==> src/rtl/ft60x_mode245_bridge.sv <==
// ---------------------------------------------------------------------------
// ft60x_mode245_bridge
//
// Purpose:
//   Bridges the FTDI FT600/FT601 245-synchronous FIFO bus to a pair of local
//   show-ahead FIFOs. Words the chip offers (RXF# low) are read into the RX
//   FIFO. Words pushed into the TX FIFO are written to the chip while it
//   accepts them (TXE# low). The bidirectional pads are split into in/out/oe
//   signals. All chip-facing outputs are registered, and a one-cycle TURN
//   state separates every burst so that the bridge and the chip never drive
//   the bus together.
//
// Optional feature (macro FT_BURST_LIMIT_EN):
//   When defined, a burst ends after MAX_BURST words. The next IDLE decision
//   then favours the opposite direction if that direction is ready. When it
//   is undefined, bursts are unbounded and RX always wins arbitration.
//
// Ports:
//   clk, rst        FT chip clock; synchronous active-high reset
//   tx_en/tx_in     push a word into the TX FIFO (ignored when full)
//   tx_full         TX FIFO full
//   rx_en           pop the RX FIFO head (ignored when empty)
//   rx_out/rx_be    RX FIFO head word and its byte enables (show-ahead)
//   rx_empty        RX FIFO empty
//   ft_data_*       FT data pads, in/out halves
//   ft_be_*         FT byte-enable pads, in/out halves
//   ft_bus_oe       high while the bridge drives ft_data/ft_be pads
//   ft_txe, ft_rxf  chip status, active-low
//   ft_oe, ft_rd, ft_wr  chip strobes, active-low, registered
// ---------------------------------------------------------------------------
`default_nettype none

module ft60x_mode245_bridge #(
    parameter int DATA_WIDTH   = 16,
    parameter int RX_BUF_WIDTH = 4,
    parameter int TX_BUF_WIDTH = 4,
    parameter int MAX_BURST    = 8
) (
    input  logic                    clk,
    input  logic                    rst,
    input  logic                    tx_en,
    input  logic [DATA_WIDTH-1:0]   tx_in,
    output logic                    tx_full,
    input  logic                    rx_en,
    output logic [DATA_WIDTH-1:0]   rx_out,
    output logic [DATA_WIDTH/8-1:0] rx_be,
    output logic                    rx_empty,
    input  logic [DATA_WIDTH-1:0]   ft_data_in,
    output logic [DATA_WIDTH-1:0]   ft_data_out,
    input  logic [DATA_WIDTH/8-1:0] ft_be_in,
    output logic [DATA_WIDTH/8-1:0] ft_be_out,
    output logic                    ft_bus_oe,
    input  logic                    ft_txe,
    input  logic                    ft_rxf,
    output logic                    ft_oe,
    output logic                    ft_rd,
    output logic                    ft_wr
);

    localparam int BE_W     = DATA_WIDTH / 8;
    localparam int RX_W     = DATA_WIDTH + BE_W;
    localparam int RX_DEPTH = 1 << RX_BUF_WIDTH;
    localparam int TX_DEPTH = 1 << TX_BUF_WIDTH;

    localparam logic [RX_BUF_WIDTH:0] RX_ONE_FREE = (RX_BUF_WIDTH+1)'(RX_DEPTH - 1);
    localparam logic [TX_BUF_WIDTH:0] TX_ONE_WORD = (TX_BUF_WIDTH+1)'(1);

    // Elaboration-time guard against unusable parameter sets.
    generate
        if ((DATA_WIDTH % 8) != 0 || MAX_BURST < 1) begin : g_param_check
            $error("ft60x_mode245_bridge: DATA_WIDTH must be a multiple of 8 and MAX_BURST >= 1");
        end
    endgenerate

    typedef enum logic [2:0] {
        IDLE,
        RX_OE,
        RX_READ,
        TX_WRITE,
        TURN
    } state_t;

    state_t state_q;

    logic                  ft_oe_q, ft_rd_q, ft_wr_q, ft_bus_oe_q;
    logic [DATA_WIDTH-1:0] ft_data_out_q;
    logic [BE_W-1:0]       ft_be_out_q;

    // -----------------------------------------------------------------------
    // TX FIFO: extra pointer MSB distinguishes full from empty.
    // -----------------------------------------------------------------------
    logic [DATA_WIDTH-1:0]   tx_mem [TX_DEPTH];
    logic [TX_BUF_WIDTH:0]   tx_wr_ptr_q, tx_wr_ptr_d;
    logic [TX_BUF_WIDTH:0]   tx_rd_ptr_q, tx_rd_ptr_d;
    logic [TX_BUF_WIDTH:0]   tx_count;
    logic [TX_BUF_WIDTH-1:0] tx_rd_addr, tx_rd_addr_nxt;
    logic                    tx_empty_w, tx_full_w, tx_push, tx_pop;

    assign tx_count       = tx_wr_ptr_q - tx_rd_ptr_q;
    assign tx_empty_w     = (tx_wr_ptr_q == tx_rd_ptr_q);
    assign tx_full_w      = (tx_wr_ptr_q[TX_BUF_WIDTH] != tx_rd_ptr_q[TX_BUF_WIDTH]) &&
                            (tx_wr_ptr_q[TX_BUF_WIDTH-1:0] == tx_rd_ptr_q[TX_BUF_WIDTH-1:0]);
    assign tx_rd_addr     = tx_rd_ptr_q[TX_BUF_WIDTH-1:0];
    assign tx_rd_addr_nxt = tx_rd_addr + TX_BUF_WIDTH'(1);
    assign tx_push        = tx_en && !tx_full_w;
    // The chip takes the word on the edge where our WR# is low and TXE# is low.
    assign tx_pop         = (state_q == TX_WRITE) && !ft_wr_q && !ft_txe && !tx_empty_w;

    always_comb begin
        tx_wr_ptr_d = tx_wr_ptr_q;
        tx_rd_ptr_d = tx_rd_ptr_q;
        if (tx_push) tx_wr_ptr_d = tx_wr_ptr_q + (TX_BUF_WIDTH+1)'(1);
        if (tx_pop)  tx_rd_ptr_d = tx_rd_ptr_q + (TX_BUF_WIDTH+1)'(1);
    end

    always_ff @(posedge clk) begin
        if (tx_push) tx_mem[tx_wr_ptr_q[TX_BUF_WIDTH-1:0]] <= tx_in;
    end

    always_ff @(posedge clk) begin
        if (rst) begin
            tx_wr_ptr_q <= '0;
            tx_rd_ptr_q <= '0;
        end else begin
            tx_wr_ptr_q <= tx_wr_ptr_d;
            tx_rd_ptr_q <= tx_rd_ptr_d;
        end
    end

    // -----------------------------------------------------------------------
    // RX FIFO: stores {byte enables, data} per word.
    // -----------------------------------------------------------------------
    logic [RX_W-1:0]         rx_mem [RX_DEPTH];
    logic [RX_BUF_WIDTH:0]   rx_wr_ptr_q, rx_wr_ptr_d;
    logic [RX_BUF_WIDTH:0]   rx_rd_ptr_q, rx_rd_ptr_d;
    logic [RX_BUF_WIDTH:0]   rx_count;
    logic                    rx_empty_w, rx_full_w, rx_wr, rx_pop, rx_fills;

    assign rx_count   = rx_wr_ptr_q - rx_rd_ptr_q;
    assign rx_empty_w = (rx_wr_ptr_q == rx_rd_ptr_q);
    assign rx_full_w  = (rx_wr_ptr_q[RX_BUF_WIDTH] != rx_rd_ptr_q[RX_BUF_WIDTH]) &&
                        (rx_wr_ptr_q[RX_BUF_WIDTH-1:0] == rx_rd_ptr_q[RX_BUF_WIDTH-1:0]);
    assign rx_pop     = rx_en && !rx_empty_w;
    // The chip presents a valid word on every edge where RD# (ours) and RXF# are low.
    assign rx_wr      = (state_q == RX_READ) && !ft_rd_q && !ft_rxf && !rx_full_w;
    // This edge's write leaves no free slot, so RD# must rise at this same edge.
    assign rx_fills   = rx_wr && !rx_pop && (rx_count == RX_ONE_FREE);

    always_comb begin
        rx_wr_ptr_d = rx_wr_ptr_q;
        rx_rd_ptr_d = rx_rd_ptr_q;
        if (rx_wr)  rx_wr_ptr_d = rx_wr_ptr_q + (RX_BUF_WIDTH+1)'(1);
        if (rx_pop) rx_rd_ptr_d = rx_rd_ptr_q + (RX_BUF_WIDTH+1)'(1);
    end

    always_ff @(posedge clk) begin
        if (rx_wr) rx_mem[rx_wr_ptr_q[RX_BUF_WIDTH-1:0]] <= {ft_be_in, ft_data_in};
    end

    always_ff @(posedge clk) begin
        if (rst) begin
            rx_wr_ptr_q <= '0;
            rx_rd_ptr_q <= '0;
        end else begin
            rx_wr_ptr_q <= rx_wr_ptr_d;
            rx_rd_ptr_q <= rx_rd_ptr_d;
        end
    end

    assign {rx_be, rx_out} = rx_mem[rx_rd_ptr_q[RX_BUF_WIDTH-1:0]];
    assign rx_empty        = rx_empty_w;
    assign tx_full         = tx_full_w;

    // -----------------------------------------------------------------------
    // Burst limiting and direction fairness.
    // -----------------------------------------------------------------------
    logic burst_last;   // the word moved at this edge is the last of the burst
    logic favour_tx;    // IDLE should prefer TX when both directions are ready

`ifdef FT_BURST_LIMIT_EN
    localparam int BC_W = $clog2(MAX_BURST + 1);
    logic [BC_W-1:0] burst_cnt_q;
    logic            favour_tx_q;

    assign burst_last = (rx_wr || tx_pop) && (burst_cnt_q == BC_W'(MAX_BURST - 1));
    assign favour_tx  = favour_tx_q;

    always_ff @(posedge clk) begin
        if (rst) begin
            burst_cnt_q <= '0;
            favour_tx_q <= 1'b0;
        end else begin
            if (state_q == IDLE)
                burst_cnt_q <= '0;
            else if (rx_wr || tx_pop)
                burst_cnt_q <= burst_cnt_q + BC_W'(1);
            // Remember the direction just served so the other gets the next turn.
            if (state_q == RX_READ)
                favour_tx_q <= 1'b1;
            else if (state_q == TX_WRITE)
                favour_tx_q <= 1'b0;
        end
    end
`else
    assign burst_last = 1'b0;
    assign favour_tx  = 1'b0;
`endif

    // -----------------------------------------------------------------------
    // Bus FSM with registered chip-side outputs.
    // -----------------------------------------------------------------------
    logic rx_ready, tx_ready;
    assign rx_ready = !ft_rxf && !rx_full_w;
    assign tx_ready = !ft_txe && !tx_empty_w;

    always_ff @(posedge clk) begin
        if (rst) begin
            state_q       <= IDLE;
            ft_oe_q       <= 1'b1;
            ft_rd_q       <= 1'b1;
            ft_wr_q       <= 1'b1;
            ft_bus_oe_q   <= 1'b0;
            ft_data_out_q <= '0;
            ft_be_out_q   <= '0;
        end else begin
            case (state_q)
                IDLE: begin
                    if (rx_ready && !(favour_tx && tx_ready)) begin
                        state_q <= RX_OE;
                        ft_oe_q <= 1'b0;
                        ft_rd_q <= 1'b1;
                    end else if (tx_ready) begin
                        state_q       <= TX_WRITE;
                        ft_bus_oe_q   <= 1'b1;
                        ft_wr_q       <= 1'b0;
                        ft_data_out_q <= tx_mem[tx_rd_addr];
                        ft_be_out_q   <= '1;
                    end
                end
                RX_OE: begin
                    state_q <= RX_READ;
                    ft_rd_q <= 1'b0;
                end
                RX_READ: begin
                    if (ft_rxf || rx_fills || burst_last) begin
                        state_q <= TURN;
                        ft_oe_q <= 1'b1;
                        ft_rd_q <= 1'b1;
                    end
                end
                TX_WRITE: begin
                    // TXE# high: the current word was not taken; leave it at
                    // the FIFO head for the next burst.
                    if (ft_txe || (tx_pop && (tx_count == TX_ONE_WORD || burst_last))) begin
                        state_q     <= TURN;
                        ft_wr_q     <= 1'b1;
                        ft_bus_oe_q <= 1'b0;
                        ft_be_out_q <= '0;
                    end else if (tx_pop) begin
                        // At least two words remain, so the next slot is valid.
                        ft_data_out_q <= tx_mem[tx_rd_addr_nxt];
                    end
                end
                TURN: begin
                    state_q <= IDLE;
                end
                default: begin
                    state_q <= IDLE;
                end
            endcase
        end
    end

    assign ft_oe       = ft_oe_q;
    assign ft_rd       = ft_rd_q;
    assign ft_wr       = ft_wr_q;
    assign ft_bus_oe   = ft_bus_oe_q;
    assign ft_data_out = ft_data_out_q;
    assign ft_be_out   = ft_be_out_q;

endmodule

`default_nettype wire

==> config.mk <==
export PLATFORM = sky130hd
export DESIGN_NAME = ft60x_mode245_bridge
export DESIGN_NICKNAME = d
export VERILOG_FILES = /design/src/rtl/ft60x_mode245_bridge.sv
export SDC_FILE = /design/constraint.sdc
export NUM_CORES = 1
export LEC_CHECK = 0
export CAP_MARGIN = 0
export CORE_MARGIN = 10
export CORE_UTILIZATION = 55
export CTS_BUF_LIST = sky130_fd_sc_hd__clkbuf_16
export DETAILED_ROUTE_END_ITERATION = 16
export HOLD_SLACK_MARGIN = 0.02
export PLACE_DENSITY_LB_ADDON = 0.05
export SYNTH_ARGS = -nofsm -noshare
export SYNTH_HDL_FRONTEND = slang
export SYNTH_SLANG_ARGS = --single-unit
==> constraint.sdc <==
create_clock -name clk -period 3.58 [get_ports clk]
set_clock_uncertainty 0.1 [all_clocks]
set_input_delay 0.716 -clock clk [delete_from_list [all_inputs] [get_ports clk]]
set_output_delay 0.716 -clock clk [all_outputs]
set_load 0.005 [all_outputs]
* After elaboration in Yosys (flattened, before gate mapping)
Memory sizes are Yosys's and may differ from the RTL's. A register that Yosys moved wholly into a read port is not among the register bits.
Index checks and enable logic that the tools add are counted.
** Cells by class
- Add/subtract/negate cells :: 7
- Eq/ne operators :: 19
- Muxes and demuxes :: 35
- Reductions and logical operators :: 35
** Operator list (count)
- $mux W16 :: 4
- $pmux W16 S2 :: 1
- $add A5 B1 Y5 const B :: 4
- $mux W4 :: 4
- $logic_and A1 B1 Y1 :: 15
- $mux W1 :: 13
- $mux W3 :: 4
- $pmux W3 S4 :: 1
- $eq A5 B5 Y1 :: 2
- $ne A2 B2 Y1 const B :: 5
- $sub A5 B5 Y5 :: 2
- $logic_not A1 Y1 :: 9
- $reduce_and A3 Y1 :: 3
- $eq A4 B4 Y1 :: 2
- $eq A3 B2 Y1 const B :: 2
- $mux W2 :: 3
- $pmux W1 S2 :: 3
- $eq A5 B1 Y1 const B :: 1
- $eq A5 B4 Y1 const B :: 1
- $reduce_and A5 Y1 :: 1
- $add A4 B1 Y4 const B :: 1
- $ne A2 B1 Y1 const B :: 2
- $pmux W2 S2 :: 1
- $reduce_and A4 Y1 :: 1
- other kinds (8) :: 11
** Word-level totals
- Register bits after elaboration :: 45
- RAM bits :: 544
- Bits of input ports :: 40
- Output and inout bits :: 42
- Logic and storage cells :: 109
- Memories :: 2
** Memory list
- rx_mem :: words 16, bits a word 18, read ports 1, clocked after Yosys merged registers in 1, write ports 1, RTL line 133 : logic [RX_W-1:0] rx_mem [RX_DEPTH];
- tx_mem :: words 16, bits a word 16, read ports 2, clocked after Yosys merged registers in 1, write ports 1, RTL line 92 : logic [DATA_WIDTH-1:0] tx_mem [TX_DEPTH];

* Depth between registers and ports, before layout
Gate-level depths: netlist (run 1).
- Depth in word-level cells :: 9
- Mapped depth :: 10
- Gate-level depth less buffers :: 10

* Worst setup path before layout (run 1)
Ideal clock, no wire load.
- Path kind :: register to register
- Start point :: reg rx_wr_ptr_q[0]
- End point :: mem rx_mem[3][0] in the netlist's numbering, enable pin
- Data arrival time :: 2857 ps
- Data required time :: 3064 ps
- Setup slack :: 208 ps
- Cell stages (with the launch flop) :: 7
- Cells stage by stage :: dfxtp_1 inv_1 ha_1 and4_1 a211oi_4 nand2_1 nor3_1
** On the way
- Longest elaborated chain between the ends :: 6
** RTL lines
- start, declared :: RTL line 134 : logic [RX_BUF_WIDTH:0] rx_wr_ptr_q, rx_wr_ptr_d;
- start signal, assigned :: RTL line 165 : rx_wr_ptr_q <= rx_wr_ptr_d;
- $eq A4 B4 Y1 :: RTL line 142 : (rx_wr_ptr_q[RX_BUF_WIDTH-1:0] == rx_rd_ptr_q[RX_BUF_WIDTH-1:0]);
- $logic_and A1 B1 Y1 :: RTL line 141 : assign rx_full_w = (rx_wr_ptr_q[RX_BUF_WIDTH] != rx_rd_ptr_q[RX_BUF_WIDTH]) &&
- $logic_not A1 Y1 :: RTL line 145 : assign rx_wr = (state_q == RX_READ) && !ft_rd_q && !ft_rxf && !rx_full_w;
- $logic_and A1 B1 Y1 :: RTL line 145
- $mux W1 :: RTL line 157 : if (rx_wr) rx_mem[rx_wr_ptr_q[RX_BUF_WIDTH-1:0]] <= {ft_be_in, ft_data_in};
- $mux W1 (implied by the code) :: RTL line 157
- end, declared :: RTL line 133
Parallel ways exist; a longest one is shown, timed or not.

==> impl_metrics.sql, run 1 <==
INSERT INTO impl_metrics (metric_group, metric, value, unit) VALUES
('placed_design', 'number_of_i_o_port_buffers', '81', ''),
('worst_setup_path', 'worst-setup-path-type', 'flip-flop to output pin', ''),
('worst_hold_path', 'holdCritPathClass', 'flip-flop to flip-flop', ''),
('sta', 'timing.final.max_slew_violations', '0', ''),
('clock_tree', 'cts-root-buf', 'sky130_fd_sc_hd__clkbuf_16', ''),
('floorplan', 'io_pins', '82', ''),
('synthesis', 'netlist_top_cells_count', 'sky130_fd_sc_hd__edfxtp_1, sky130_fd_sc_hd__mux4_2, sky130_fd_sc_hd__mux2i_1', ''),
('routing', 'via_per_inst', '6.16', ''),
('global_routing', 'maximum_number_of_pins_on_one_net_before_global_route_repair', '73', ''),
('sta', 'rsz0062_at_grt', 'true', ''),
('power', 'p_int', '0.0117', 'W'),
('synthesis', 'synth_top_area_share', '64.5', '%'),
('worst_setup_path', 'endpoint_kind', 'output pin', ''),
('routing', 'drt_drc_violations_left', '0', ''),
('floorplan', 'die_w', '235', 'µm'),
('worst_hold_path', 'min-delay-start', 'ft_data_out[1]', ''),
('power', 'power.switching_fraction', '19.6', '%'),
('routing', 'drtIter0Drc', '1055', ''),
('worst_setup_path', 'arrival_worst_endpoint', '2.76', 'ns'),
('clock_tree', 'clock_insertion_delay_worst_skew', '0.62', 'ns'),
('worst_setup_path', 'required', '2.76', 'ns'),
('floorplan', 'fp-row-count', '78', ''),
('synthesis', 'yosys_warnings', '0', ''),
('sta', 'max-slew-margin-rel', '51.1', '%'),
('worst_setup_path', 'critical_path_peak_fanout', '9', ''),
('power', 'switchingPower', '0.00286', 'W'),
('worst_setup_path', 'worst_setup_path_start_kind', 'flip-flop', ''),
('global_routing', 'first_global_vias', '13800', ''),
('worst_setup_path', 'timing.reg2reg.worst_path_depth', '7', ''),
('routing', 'wl', '58400', 'µm'),
('synthesis', 'netlist_top_cells_area', 'sky130_fd_sc_hd__edfxtp_1, sky130_fd_sc_hd__mux4_2, sky130_fd_sc_hd__mux2i_1', ''),
('sta', 'timing_worst_slew_pin_value', '0.734', 'ns'),
('synthesis', 'yosysUniqueCellTypes', '52', ''),
('global_routing', 'antenna_found_initial', '3', ''),
('placed_design', 'placed_cell_area', '0.0273', 'mm²'),
('synthesis', 'synth-main-ff-cell', 'sky130_fd_sc_hd__edfxtp_1', ''),
('sta', 'hold-worst-slack', '0.386', 'ns'),
('job', 'cap_viol_max_count', '0', ''),
('clock_tree', 'cts.sinks', '595', ''),
('worst_setup_path', 'timing.rr.start', 'tx_rd_ptr_q[0]', ''),
('clock_tree', 'h_tree_depth', '2', ''),
('final_layout', 'fillCellCount', '3186', ''),
('status', 'outcome', 'complete, no violations', ''),
('power', 'power_density', '492', 'mW/mm²'),
('power', 'power.combinational.fraction', '3.2', '%'),
('placed_design', 'gp_routability_congestion', '0.828', ''),
('synthesis', 'post_synth_inst_count', '1373', ''),
('worst_setup_path', 'worstReg2RegEnd', 'tx_mem[11][8]', ''),
('final_layout', 'final_cell_area_excluding_filler_cells', '0.0297', 'mm²'),
('clock_tree', 'cts_inserted_buffers', '60', ''),
('floorplan', 'design.die.area', '0.0550', 'mm²'),
('sta', 'setup_viols_final', '0', ''),
('floorplan', 'core_area', '0.0455', 'mm²'),
('clock_tree', 'cts-hold-fix-buffers', '0', ''),
('routing', 'drtPass1Iterations', '7', ''),
('routing', 'drt.antenna.violating_nets', '0', ''),
('synthesis', 'mappedNetlistArea', '0.0253', 'mm²'),
('final_layout', 'final_nets', '1576', ''),
('synthesis', 'synth.largest_area_cell', 'sky130_fd_sc_hd__edfxtp_1', ''),
('clock_tree', 'tritoncts_clock_tree', 'built', ''),
('worst_setup_path', 'timing.critical_path.to', 'rx_out[6]', ''),
('synthesis', 'synth-seq-area-share', '68.6', '%'),
('synthesis', 'avgSynthCellArea', '18.4', 'µm²'),
('final_layout', 'fraction_of_final_layout_cells_with_drive_strength_greater_than_1', '25.1', '%'),
('routing', 'routed-via-count', '13400', ''),
('clock_tree', 'cts.clk_slew.worst_paths', '0.06', 'ns'),
('synthesis', 'synth.ff_latch_count', '595', ''),
('synthesis', 'synth_edf_count', '544', ''),
('final_layout', 'final_core_utilization', '65.2', '%'),
('worst_setup_path', 'rrSetupSlack', '0.61', 'ns'),
('sta', 'min_period_over_period', '99.9', '%');
## worst max-delay path, stage by stage (launching register included)
cell and delay (ns):
sky130_fd_sc_hd__dfxtp_4 0.38, sky130_fd_sc_hd__buf_12 0.15, sky130_fd_sc_hd__clkbuf_16 0.19, sky130_fd_sc_hd__mux4_2 0.49, sky130_fd_sc_hd__mux4_2 0.47, sky130_fd_sc_hd__clkdlybuf4s50_1 0.47
## layer usage
| metal | routed length, µm | share of wire, % | global-route usage (%) | up-vias |
|---|---|---|---|---|
| li1 | - | - | - | 5929 |
| met3 | 3260 | 5.6 | 3.82 | 83 |
| met2 | 30900 | 53 | 37.1 | 392 |
| met5 | 21 | 0.036 | 0 | - |
| met4 | 980 | 1.7 | 4.77 | 4 |
| met1 | 23300 | 40 | 26.6 | 6945 |
## power by group through the flow
| stage | logic, W | clock network (W) | registers, W |
|---|---|---|---|
| final | 0.000464 | 0.00646 | 0.00767 |
| after floorplan | 0.000222 | 0 | 0.00781 |
| after global placement | 0.000445 | 0 | 0.00781 |
| after detailed placement | 0.000453 | 0 | 0.00782 |
| after CTS | 0.000455 | 0.00657 | 0.00767 |
| after global routing | 0.000506 | 0.00686 | 0.00767 |
## through the flow
step           TNS [ns]  power, W  std cells  setup WS, ns
6_report              0    0.0146       2168       0.00527
5_1_grt          -0.137    0.0150       2167       -0.0804
4_1_cts          -0.828    0.0147       2158       -0.0709
3_5_place_dp          0   0.00827       2045         0.544
3_3_place_gp          0   0.00826       2045         0.589
2_1_floorplan         0   0.00803       1373         0.208
## registers in the layout, summed over array words and instances (netlist names), 3 cells and up, named ones only
name         count
tx_wr_ptr_q      5
tx_rd_ptr_q      5
ft_data_out     16
tx_mem         256
rx_rd_ptr_q      5
state_q          3
rx_mem         288
rx_wr_ptr_q      5
## repair_timing
action                     4_1_cts  5_1_grt
setup buffers                    0        2
gates cloned                     0        7
setup endpoints to repair       18       18
pin swaps                        0        0
resized for setup                0       22
## cell families (layout without fill, tap and decap cells)
logic type / count (synthesis) / after routing / synth area share, %
other: 0 / 1 / 0
DFF: 595 / 595 / 68.6
muxes: 316 / 316 / 20.2
AOI/OAI and AO/OA: 179 / 179 / 5.01
xor gates and xnor gates: 21 / 21 / 0.756
adders and majority gates: 20 / 20 / 1.05
buffers and inverters: 102 / 296 / 1.80
and+or+nand+nor: 140 / 140 / 2.63
## layout by cell type, fill, tap and decap left out, types with 17 or more instances in the layout
cell type	synthesis	routed
sky130_fd_sc_hd__clkbuf_16	0	67
sky130_fd_sc_hd__a211oi_1	18	18
sky130_fd_sc_hd__buf_4	6	69
sky130_fd_sc_hd__nand2_1	36	36
sky130_fd_sc_hd__nor2_2	0	24
sky130_fd_sc_hd__a22oi_1	64	64
sky130_fd_sc_hd__clkdlybuf4s50_1	0	66
sky130_fd_sc_hd__ha_1	18	17
sky130_fd_sc_hd__mux2i_1	146	146
sky130_fd_sc_hd__a21oi_1	39	39
sky130_fd_sc_hd__mux4_2	154	154
sky130_fd_sc_hd__inv_1	14	28
sky130_fd_sc_hd__dfxtp_1	51	46
sky130_fd_sc_hd__nor2_1	53	28
sky130_fd_sc_hd__o21ai_0	22	22
sky130_fd_sc_hd__edfxtp_1	544	544
## worst min path at each step
stage	cells past startpoint	to
after CTS	1	ft_data_out[1]
after detailed placement	1	ft_data_out[1]
after global placement	1	ft_data_out[13]
final	1	ft_data_out[1]
after floorplan	1	ft_data_out[5]
after global routing	1	ft_data_out[1]
## cell type report
class	instances	area (µm²)	area share, %
Sequential cell	595	17400	58.6
Tap cell	600	751	2.53
Timing Repair Buffer	169	1780	6.00
Antenna cell	1	2.50	0.00844
Multi-Input combinational cell	676	7630	25.7
Clock buffer	62	1550	5.23
Clock inverter	51	510	1.72
Inverter	14	52.6	0.177
(Power assumes the default switching activity.)
==> run 2: changes to the inputs <==
--- a/config.mk
+++ b/config.mk
@@ -12,6 +12,8 @@
 export DETAILED_ROUTE_END_ITERATION = 16
 export HOLD_SLACK_MARGIN = 0.02
 export PLACE_DENSITY_LB_ADDON = 0.05
+export REMOVE_ABC_BUFFERS = 1
+export SETUP_SLACK_MARGIN = 0.02
 export SYNTH_ARGS = -nofsm -noshare
 export SYNTH_HDL_FRONTEND = slang
 export SYNTH_SLANG_ARGS = --single-unit
==> constraint.sdc (replaced) <==
create_clock -name clk -period 3.25 [get_ports clk]
set_clock_uncertainty 0.1 [all_clocks]
set_input_delay 0.65 -clock clk [delete_from_list [all_inputs] [get_ports clk]]
set_output_delay 0.65 -clock clk [all_outputs]
set_load 0.005 [all_outputs]
==> run 2 against run 1 <==
The run now ends with negative setup slack left. Cell count rose by 0.28%. Hold slack lost 0.012 ns. Global-route usage increased by 0.62 points. Register-to-register slack got worse by 0.22 ns. First-iteration DRC count fell by 5.6%. Non-clock buffer count is 13 higher. Sequential share of layout area down 0.11 points. Setup slack worse by 0.014 ns. Total power grew 5.5%. Sequential power increased by 10%. Clock power shrank 0.6%. Via count increased by 0.49%. Largest cell class unchanged. Highest routed layer unchanged.
==> impl_metrics.sql, run 2 (synthesis gave the netlist of run 1 again) <==
INSERT INTO impl_metrics (metric_group, metric, value, unit) VALUES
('clock_tree', 'cts-root-buf', 'sky130_fd_sc_hd__clkbuf_16', ''),
('worst_setup_path', 'arrival_worst_endpoint', '2.51', 'ns'),
('worst_hold_path', 'hold-path-cell-count', '1', ''),
('final_layout', 'most_common_cell_after_layout_fill_and_taps_aside', 'sky130_fd_sc_hd__edfxtp_1', ''),
('routing', 'wl', '58800', 'µm'),
('clock_tree', 'cts.clk_slew.worst_paths', '0.06', 'ns'),
('sta', 'timing.final.ws_setup', '-0.00869', 'ns'),
('sta', 'achievable-frequency', '307', 'MHz'),
('placed_design', 'gp_routability_congestion', '0.814', ''),
('routing', 'dr_wl_met2', '31000', 'µm'),
('placed_design', 'detailedPlacementHpwl', '33500', 'µm'),
('sta', 'post-route-min-period', '3.26', 'ns'),
('clock_tree', 'tritoncts_clock_tree', 'built', ''),
('floorplan', 'design.die.area', '0.0550', 'mm²'),
('final_layout', 'final_cell_area_excluding_filler_cells', '0.0297', 'mm²'),
('power', 'power.leakage', '9.23', 'nW'),
('global_routing', 'grt_pass1_wl', '87600', 'µm'),
('routing', 'route.detailed.wl_per_inst', '27.0', 'µm'),
('global_routing', 'maximum_number_of_pins_on_one_net_before_global_route_repair', '65', ''),
('clock_tree', 'cts_inserted_buffers', '58', ''),
('routing', 'drtPass1Iterations', '5', ''),
('global_routing', 'globalRouteOverflowTotal', '0', ''),
('routing', 'via_per_inst', '6.17', ''),
('placed_design', 'number_of_i_o_port_buffers', '81', ''),
('routing', 'routed-via-count', '13400', ''),
('routing', 'drt_drc_violations_left', '0', ''),
('sta', 'hold-worst-slack', '0.374', 'ns'),
('worst_hold_path', 'holdCritPathClass', 'flip-flop to flip-flop', ''),
('power', 'vdd_drop_max', '0.441', 'mV'),
('floorplan', 'fp-row-count', '78', ''),
('sta', 'timing.final.max_slew_violations', '0', ''),
('sta', 'min_period_over_period', '100', '%'),
('worst_setup_path', 'worst-setup-path-type', 'flip-flop to output pin', ''),
('status', 'violations_in_the_final_reports', 'negative setup slack', ''),
('worst_setup_path', 'critical_path_peak_fanout', '6', ''),
('sta', 'rsz0062_at_grt', 'true', ''),
('final_layout', 'final-instance-count-excl-fill', '2174', ''),
('routing', 'drt.antenna.violating_nets', '0', ''),
('sta', 'setup_viols_final', '1', ''),
('worst_setup_path', 'timing.reg2reg.worst_path_depth', '10', ''),
('power', 'power_density', '518', 'mW/mm²'),
('sta', 'timing_worst_slew_pin_value', '0.805', 'ns'),
('floorplan', 'initial_utilization', '55.7', '%'),
('worst_setup_path', 'required', '2.50', 'ns'),
('routing', 'met3_length', '2850', 'µm'),
('sta', 'fin_tns_setup', '-0.00869', 'ns'),
('floorplan', 'die_w', '235', 'µm'),
('final_layout', 'final_nets', '1587', ''),
('routing', 'highest-signal-layer', 'met5', ''),
('global_routing', 'first_global_vias', '13800', ''),
('final_layout', 'final_cell_mix', 'sky130_fd_sc_hd__edfxtp_1, sky130_fd_sc_hd__mux4_2, sky130_fd_sc_hd__mux2i_1, sky130_fd_sc_hd__a22oi_1, sky130_fd_sc_hd__clkdlybuf4s50_1', ''),
('global_routing', 'gr-usage-all-layers', '21.6', '%'),
('final_layout', 'fraction_of_final_layout_cells_with_drive_strength_greater_than_1', '26.7', '%'),
('floorplan', 'io_pins', '82', ''),
('final_layout', 'num_antenna_cells', '0', ''),
('clock_tree', 'cts-hold-fix-buffers', '0', ''),
('floorplan', 'chipHeight', '235', 'µm'),
('clock_tree', 'cts_max_path_buffers', '3', ''),
('clock_tree', 'clock_insertion_delay_worst_skew', '0.61', 'ns'),
('sta', 'max-slew-margin-rel', '46.3', '%'),
('routing', 'wirelength_met1', '23400', 'µm'),
('placed_design', 'place_ws', '0.315', 'ns'),
('final_layout', 'flow.area_growth_from_synthesis', '17.4', '%'),
('clock_tree', 'cts.sinks', '595', ''),
('worst_setup_path', 'worst_setup_path_start_kind', 'flip-flop', ''),
('sta', 'timing.final.hold_violations', '0', ''),
('worst_setup_path', 'endpoint_kind', 'output pin', ''),
('placed_design', 'placed_cell_area', '0.0276', 'mm²'),
('placed_design', 'dp_cells', '2048', ''),
('global_routing', 'antenna_found_initial', '1', ''),
('status', 'outcome', 'finished with violations', ''),
('job', 'cap_viol_max_count', '0', ''),
('routing', 'drtIter0Drc', '996', ''),
('final_layout', 'largest_register_ffs', '288', ''),
('clock_tree', 'h_tree_depth', '2', ''),
('floorplan', 'core_area', '0.0455', 'mm²');
==> run 2: cell types whose count changed in the layout (fill, tap and decap cells not counted), sizes merged, moves of 3 or more <==
cell	delta
clkbuf	-5
dlymetal6s2s	-15
bufinv	-5
buf	+32
clkinv	+4
clkdlybuf4s50	-3
==> run 2: timing repair <==
action | in CTS | in global routing
buffers inserted | 11 | 5
cloned | 5 | 1
pin swaps | 0 | 0
endpoints found under the setup margin | 18 | 18
gates resized for setup | 79 | 20
endpoints found under the hold margin | 0 | 0
==> run 2: cell type report <==
class | instances | area, µm²
clock buffers | 58 | 1450
clock inverters | 49 | 372
inverters | 14 | 52.6
multi-input cells | 676 | 7620
flip-flops and latches | 595 | 17400
fillers | 3129 | 15800
well taps | 600 | 751
repair buffers | 182 | 2090
==> run 2: final timing paths <==
check | from | to | slack [ns]
min | ft_data_out[14] | ft_data_out[14] | 0.37
max | flip-flop | rx_out[8] | -0.009
min reg2reg | ft_data_out[14] | ft_data_out[14] | 0.37
max reg2reg | tx_wr_ptr_q[0] | ft_data_out[1] | 0.39
==> run 2: per-stage QoR <==
step                      power, W  util (%)
after detailed placement   0.00912      60.7
final                       0.0154      65.3
after floorplan            0.00883         -
after global placement     0.00910      60.7
after CTS                   0.0155      65.2
after global routing        0.0159      65.3
==> run 2: report_power, final <==
group          internal [W]  switching, W  total (W)
registers           0.00841     0.0000408    0.00845
logic              0.000232      0.000290   0.000521
clock network       0.00369       0.00273    0.00642
total                0.0123       0.00306     0.0154
==> run 2: metal layers <==
| layer | vias to the layer above | GRT usage [%] |
|---|---|---|
| met2 | 385 | 38.2 |
| li1 | 5941 | - |
| met1 | 6981 | 27.2 |
| met5 | - | 0 |
| met3 | 109 | 2.91 |
| met4 | 2 | 7.13 |
==> run 2: worst max-delay path: stages, from the launching register on <==
cell and delay (ns):
sky130_fd_sc_hd__dfxtp_4 0.37, sky130_fd_sc_hd__buf_12 0.15, sky130_fd_sc_hd__buf_16 0.13, sky130_fd_sc_hd__buf_8 0.10
sky130_fd_sc_hd__mux4_2 0.48, sky130_fd_sc_hd__mux4_2 0.52, sky130_fd_sc_hd__buf_6 0.14
